[config.mk]
export PLATFORM = sky130hd
export DESIGN_NAME = spi_frame_slave
export DESIGN_NICKNAME = d
export VERILOG_FILES = /design/src/rtl/spi_pkg.sv /design/src/rtl/spi_frame_slave_sync_edge.sv /design/src/rtl/spi_frame_slave.sv
export SDC_FILE = /design/constraint.sdc
export NUM_CORES = 1
export LEC_CHECK = 0
export BUFFER_PORTS_ARGS = -buffer_cell sky130_fd_sc_hd__buf_2
export CAP_MARGIN = 5
export CORE_AREA = 2 2 111 113
export DETAILED_ROUTE_END_ITERATION = 8
export DIE_AREA = 0 0 113 115
export GPL_TIMING_DRIVEN = 0
export PLACE_DENSITY = 0.82
export SLEW_MARGIN = 15
export SYNTH_ARGS = -nofsm -noshare
export SYNTH_HDL_FRONTEND = slang
export SYNTH_SLANG_ARGS = --single-unit
[constraint.sdc]
create_clock -name clk -period 3 [get_ports clk]
set_input_delay 0.3 -clock clk [delete_from_list [all_inputs] [get_ports clk]]
set_output_delay 0.3 -clock clk [all_outputs]
set_load 0.02 [all_outputs]
[src/rtl/spi_pkg.sv]
// rtl/spi_pkg.sv - shared constants and types for the oversampling SPI frame slave
package spi_pkg;

  localparam int ERR_W = 8;

  typedef enum logic {
    SAMPLE_FALL = 1'b0,
    SAMPLE_RISE = 1'b1
  } sample_edge_e;

  function automatic int frame_w(input int word_w, input int n_words);
    return word_w * n_words;
  endfunction

endpackage

[src/rtl/spi_frame_slave_sync_edge.sv]
// rtl/spi_frame_slave_sync_edge.sv - multi-flop synchroniser with registered edge detect
module sync_edge #(
  parameter int STAGES = 2
) (
  input  logic clk,
  input  logic reset,
  input  logic d,
  output logic q,
  output logic rise,
  output logic fall
);

  logic [STAGES-1:0] sync_sr;
  logic              q_d;

  always_ff @(posedge clk) begin
    if (reset) begin
      sync_sr <= '0;
      q_d     <= 1'b0;
    end else begin
      sync_sr <= {sync_sr[STAGES-2:0], d};
      q_d     <= sync_sr[STAGES-1];
    end
  end

  assign q    = sync_sr[STAGES-1];
  assign rise = sync_sr[STAGES-1] & ~q_d;
  assign fall = ~sync_sr[STAGES-1] & q_d;

endmodule

[src/rtl/spi_frame_slave.sv]
// rtl/spi_frame_slave.sv - system-clocked SPI frame slave with double-buffered vsync publish
module spi_frame_slave
  import spi_pkg::*;
#(
  parameter int WORD_W      = 32,
  parameter int N_WORDS     = 1,
  parameter int SAMPLE_RISE = 0,
  parameter int SYNC_STAGES = 2,
  parameter int TIMEOUT     = 1024,
  localparam int FRAME_W    = frame_w(WORD_W, N_WORDS)
) (
  input  logic               clk,
  input  logic               reset,
  input  logic               sck,
  input  logic               sdo,
  output logic               sdi,
  input  logic               update,
  input  logic [FRAME_W-1:0] tx_data,
  output logic [FRAME_W-1:0] q,
  output logic               q_new,
  output logic               stale,
  output logic [ERR_W-1:0]   err_cnt
);

  localparam int CNT_W  = $clog2(FRAME_W);
  localparam int IDLE_W = $clog2(TIMEOUT);
  localparam sample_edge_e EDGE_SEL = (SAMPLE_RISE != 0) ? spi_pkg::SAMPLE_RISE : spi_pkg::SAMPLE_FALL;
  localparam logic [CNT_W-1:0]  LAST_BIT  = CNT_W'(FRAME_W - 1);
  localparam logic [IDLE_W-1:0] IDLE_LAST = IDLE_W'(TIMEOUT - 1);

  logic sck_rise, sck_fall, sdo_s, upd_rise;
  logic sck_level_unused, sdo_rise_unused, sdo_fall_unused, upd_level_unused, upd_fall_unused;

  sync_edge #(.STAGES(SYNC_STAGES)) u_sck_sync (
    .clk(clk), .reset(reset), .d(sck),
    .q(sck_level_unused), .rise(sck_rise), .fall(sck_fall)
  );

  sync_edge #(.STAGES(SYNC_STAGES)) u_sdo_sync (
    .clk(clk), .reset(reset), .d(sdo),
    .q(sdo_s), .rise(sdo_rise_unused), .fall(sdo_fall_unused)
  );

  sync_edge #(.STAGES(SYNC_STAGES)) u_upd_sync (
    .clk(clk), .reset(reset), .d(update),
    .q(upd_level_unused), .rise(upd_rise), .fall(upd_fall_unused)
  );

  logic                sample_edge, shift_edge;
  logic [CNT_W-1:0]    bit_cnt;
  logic [IDLE_W-1:0]   idle_cnt;
  logic [FRAME_W-2:0]  rx_sr;
  logic [FRAME_W-1:0]  rx_next;
  logic [FRAME_W-1:0]  rx_buf;
  logic [FRAME_W-1:0]  tx_sr;
  logic                fresh;

  assign sample_edge = (EDGE_SEL == spi_pkg::SAMPLE_RISE) ? sck_rise : sck_fall;
  assign shift_edge  = (EDGE_SEL == spi_pkg::SAMPLE_RISE) ? sck_fall : sck_rise;
  assign rx_next     = {rx_sr, sdo_s};

  always_ff @(posedge clk) begin
    if (reset) begin
      q        <= '0;
      q_new    <= 1'b0;
      stale    <= 1'b0;
      err_cnt  <= '0;
      bit_cnt  <= '0;
      idle_cnt <= '0;
      rx_sr    <= '0;
      rx_buf   <= '0;
      tx_sr    <= '0;
      fresh    <= 1'b0;
    end else begin
      q_new <= 1'b0;
      // Publish sees the pre-edge rx_buf/fresh; a frame completing this cycle re-sets fresh below.
      if (upd_rise) begin
        q <= rx_buf;
        if (fresh) begin
          q_new <= 1'b1;
          stale <= 1'b0;
          fresh <= 1'b0;
        end else begin
          stale <= 1'b1;
        end
      end

      if (sample_edge) begin
        rx_sr    <= rx_next[FRAME_W-2:0];
        idle_cnt <= '0;
        if (bit_cnt == LAST_BIT) begin
          rx_buf  <= rx_next;
          fresh   <= 1'b1;
          bit_cnt <= '0;
        end else begin
          bit_cnt <= bit_cnt + CNT_W'(1);
        end
      end else if (shift_edge && bit_cnt != '0) begin
        tx_sr    <= {tx_sr[FRAME_W-2:0], 1'b0};
        idle_cnt <= '0;
      end else if (bit_cnt != '0) begin
        if (idle_cnt == IDLE_LAST) begin
          bit_cnt  <= '0;
          rx_sr    <= '0;
          idle_cnt <= '0;
          if (err_cnt != '1) err_cnt <= err_cnt + ERR_W'(1);
        end else begin
          idle_cnt <= idle_cnt + IDLE_W'(1);
        end
      end else begin
        idle_cnt <= '0;
      end

      if (bit_cnt == '0 && !sample_edge) tx_sr <= tx_data;
    end
  end

  always_ff @(posedge clk) begin
    if (reset) sdi <= 1'b0;
    else       sdi <= tx_sr[FRAME_W-1];
  end

endmodule

; Word level (Yosys, flattened, before mapping)
; Cells that the tools add are included.
[totals]
reg_bits = 162
input_bits = 37
word_cells = 65
[op_classes]
addsub = 3
n_eq_ne = 5
mux = 17
bitwise = 10
n_reduce_logical = 14
[op_table]
columns = cell, n
row1 = $mux W31, 4
row2 = $mux W32, 3
row3 = $mux W5, 5
row4 = $add A10 B1 Y10 const B, 1
row5 = $eq A10 B10 Y1 const B, 1
row6 = $add A8 B1 Y8 const B, 1
row7 = $ne A8 B8 Y1 const B, 1
row8 = $not A1 Y1, 7
row9 = $reduce_bool A2 Y1, 3
row10 = $add A5 B1 Y5 const B, 1
row11 = $eq A5 B5 Y1 const B, 1
row12 = $logic_not A5 Y1, 1
row13 = $mux W1, 5
row14 = $reduce_and A5 Y1, 1
row15 = $reduce_bool A5 Y1, 1
row16 = $reduce_or A5 Y1, 1
row17 = $reduce_and A2 Y1, 2
row18 = $and A1 B1 Y1, 3
row19 = $reduce_and A3 Y1, 1
row20 = $logic_and A1 B1 Y1, 2
row21 = $ne A2 B1 Y1 const B, 1
row22 = $ne A2 B2 Y1 const B, 1
row23 = $reduce_or A2 Y1, 1
row24 = $logic_not A1 Y1, 1

; Logic depth before layout (Yosys ltp)
[logic_depth]
word_depth = 6
ltp_mapped = 8

; Modules after synthesis
; From an unflattened synthesis, not the netlist that was laid out.
[unflattened]
hier_cells = 685
area_unflattened_um2 = 6209.7
[by_module_without_submodules]
columns = module, n_inst, cells_per_inst, area_each_um2, seq_area_each_um2
row1 = spi_frame_slave, 1, 661, 5935.7, 3083.0
row2 = sync_edge, 3, 8, 91.3, 60.1

; Worst setup path before layout
; OpenSTA, ideal clock, no wires.
[synth_path]
path_type = reg-to-reg
from = register idle_cnt[0]
to = register err_cnt[6]
setup_time_ps = 86
arrival_ps = 1871
t_required_ps = 2914
setup_slack_ps = 1043
path_stages_with_launch = 7
n_path_buf = 1
period_less_slack_ps = 1957
cell_sequence = dfxtp_1 ha_1 nand3_2 or3_1 buf_2 or4_4 a221oi_2
[synth_via]
elab_chain_cells = 2
[synth_rtl]
columns = item, line
row1 = "start, declared", spi_frame_slave.sv:51  ; logic [IDLE_W-1:0] idle_cnt;
row2 = "start signal, assigned", spi_frame_slave.sv:108  ; idle_cnt <= idle_cnt + IDLE_W'(1);
row3 = $eq A10 B10 Y1, spi_frame_slave.sv:102  ; if (idle_cnt == IDLE_LAST) begin
row4 = $reduce_and A5 Y1 (no line), --
row5 = "end signal, assigned", spi_frame_slave.sv:106  ; if (err_cnt != '1) err_cnt <= err_cnt + ERR_W'(1);
row6 = "end, declared", spi_frame_slave.sv:22  ; output logic [ERR_W-1:0] err_cnt
; Every way passes these cells.
; A chain may end at the register's enable or synchronous reset.

; Worst setup path after layout
[layout_path]
from = register idle_cnt[0]
to = register err_cnt[7]
; The elaborated chain is that of the path after synthesis.

==> metrics <==
status=complete, but fails checks; failing checks=DRC; RSZ-0062 raised after global routing=no; Peak VDD IR=370 µV; area share of fa/ha/maj cells after synthesis=1.08%; Post-Synth Simple-Gate Area=around a fifth; Post-CTS Setup Inserts=0; TritonRoute pass-1 iters=9; initial antenna violation count=0; Final ANT Viol Nets=0; Min Hold Slack=0.0922 ns; top cells by area, synth=dfxtp_1, nand2_1, a21oi_1; first-pass GRT wire length=22.4 mm; CTS Buf Count=17; Worst Setup End Kind=flop; Worst-Skew Late Latency=0.43 ns; DRT Wirelength=between 10 and 15 mm; number of synthesized register bits=162; Synth cell types=41; hold_buf cts=0; Fin Clk Skew=0.00778 ns; CP arrival=2.49 ns; xor/xnor share of the synthesized area=1.21%; Placer Congestion=around 0.8; CTS tree=done; DP Wirelength=9.02 mm; Leak Pwr=around 2.6 nW; Synth area leader=dfxtp_1; Worst-path clk slew=0.06 ns; Inst Count DP=863; crit-path cells=ha_1, nand3_2, or3_1, buf_2, clkbuf_1, o41ai_1, a21oi_1; Syn-to-layout area delta=20.2%; clock sinks=162; die height=115 µm; CP max stage delay=0.45 ns; IO buf count=79; io pins=80; per-cell routed wire length=14.7 µm; CP top delay family=compound AO/OA/AOI/OAI gates; Post-synth EDFFs=0; Final Util=58.9%; DRC Markers=4; largest family of logic cells by synthesized area=compound AO/OA/AOI/OAI gates; Crit-path slowest cell=o41ai_1; ys async rst share=0%; post-synthesis compound-gate area fraction=between 10% and 20%; worst slew pin tran=0.649 ns; initial cell density of the core=about half; final setup vio count=0; Starting DRT DRC Count=500; Die W=113 µm; gr ovfl total=0; Slew Limit Headroom=56.4%; total number of vias=~5000; CTS resizes=0; CORE AREA=0.0118 mm²; largest net degree at the start of global routing=17; syn avg cell area=between 9 and 10 µm²; minimum clock period=around 2.2 ns; setup TNS=0 ns; vias per cell=5.59; worst path bufs/invs=2; crit share post-route=~73%; mux contribution to synthesized area=0%; Mapped Nets=679; Die ar.=0.0130 mm²; Max Fanout on Critical Path=10; Yosys Warn Count=0; Seq/Total Area, Yosys=56.0%; total track usage=21.3%; CTS H-tree depth=4; pre-CTS setup slack=0.816 ns; max-slew violations=0; Main synth FF type=dfxtp_1; fmax=roughly 460 MHz; worst path required time=approximately 3.3 ns; Max-Cap Viols=0; clk buf depth=2; # rows=40; post-route setup slack=0.812 ns; synth cell count leaders=dfxtp_1, nand2_1, a21oi_1; antenna cells=0; Final nets=777; CP Class=flop to flop; final hold vios=0; count leader, synth=dfxtp_1; root buf cell=clkbuf_16; Worst setup SP type=flop; Mapped Cells=637; final cell count without fillers=895; pwr dens=652 mW/mm²; worst hold path type=primary input to flop; area share of the largest cell type after synthesis=56.0%; Netlist Area Pre-Place=0.00579 mm²; layout cell share with drive strength beyond 1=about 16%; vias in the first global route=4712
-- final cells by class --
| cell class | instances | area, µm² |
|---|---|---|
| plain buffers | 47 | 184 |
| clock buffers | 17 | 425 |
| clock inverters | 15 | 161 |
| fillers | 1017 | 4860 |
| inverters | 8 | 30.0 |
| multi-input cells | 420 | 2330 |
| flip-flops and latches | 162 | 3240 |
| well taps | 147 | 184 |
| repair buffers | 79 | 395 |
-- flip-flops by register name, indices dropped and copies added, names as in the netlist --
register and flops:
u_upd_sync.q_d 1, q_new 1, sdi 1, u_sdo_sync.sync_sr 2
rx_sr 31, stale 1, u_upd_sync.sync_sr 2, u_sck_sync.sync_sr 2
tx_sr 32, err_cnt 8, bit_cnt 5, q 32
fresh 1, rx_buf 32, u_sck_sync.q_d 1, idle_cnt 10
-- per-layer routing --
layer	up-vias	GRT usage [%]	share of wire, %
met1	2385	27.2	44
li1	2435	-	-
met3	28	5.48	6.1
met2	153	34.5	47
met4	0	9.43	2.5
met5	-	0	0
-- power by group --
group	internal [mW]	leakage (nW)	switching (mW)
Clock	1.23	0.264	0.903
Sequential	2.19	1.31	0.0235
Combinational	0.0714	1.00	0.114
Total	3.49	2.58	1.04
-- cells by family after synthesis --
group / after synthesis
simple gates: 249
xor+xnor: 8
flops: 162
compound gates: 158
buf+inv: 55
fa+ha+maj: 5
-- per-stage QoR --
stage	power, mW	instance area (µm²)
5_1_grt	4.66	6950
3_5_place_dp	2.44	6370
3_3_place_gp	2.43	6370
4_1_cts	4.54	6950
6_report	4.53	6950
2_1_floorplan	2.37	5790
-- cell usage in the layout, fill, tap and decap left out, drive strengths merged, types with 2 or more instances in the layout --
cell type / instances
nand2b: 4
nor3: 2
buf: 86
a21oi: 76
xnor2: 6
a22o: 34
a311oi: 4
or3: 3
xor2: 2
bufinv: 2
nor2: 51
o21ai: 5
or4: 6
clkbuf: 57
nand3: 10
and2: 2
ha: 5
clkinv: 4
dfxtp: 162
inv: 10
and3: 2
nor2b: 12
o31ai: 4
a32oi: 2
a222oi: 27
nor4: 2
a211oi: 2
clkinvlp: 7
nand2: 147
nand4: 3
-- worst paths after layout --
check | startpoint | end | slack (ns) | cells after the start
max | idle_cnt[0]$_SDFF_PP0_ | err_cnt[7]$_SDFFE_PP0P_ | 0.81 | 7
min | update | u_upd_sync.sync_sr[0]$_SDFF_PP0_ | 0.09 | 2
max reg2reg | idle_cnt[0]$_SDFF_PP0_ | err_cnt[7]$_SDFFE_PP0P_ | 0.81 | 7
min reg2reg | u_sck_sync.sync_sr[0]$_SDFF_PP0_ | u_sck_sync.sync_sr[1]$_SDFF_PP0_ | 0.43 | 1
Power figures use the tool's default switching activity.
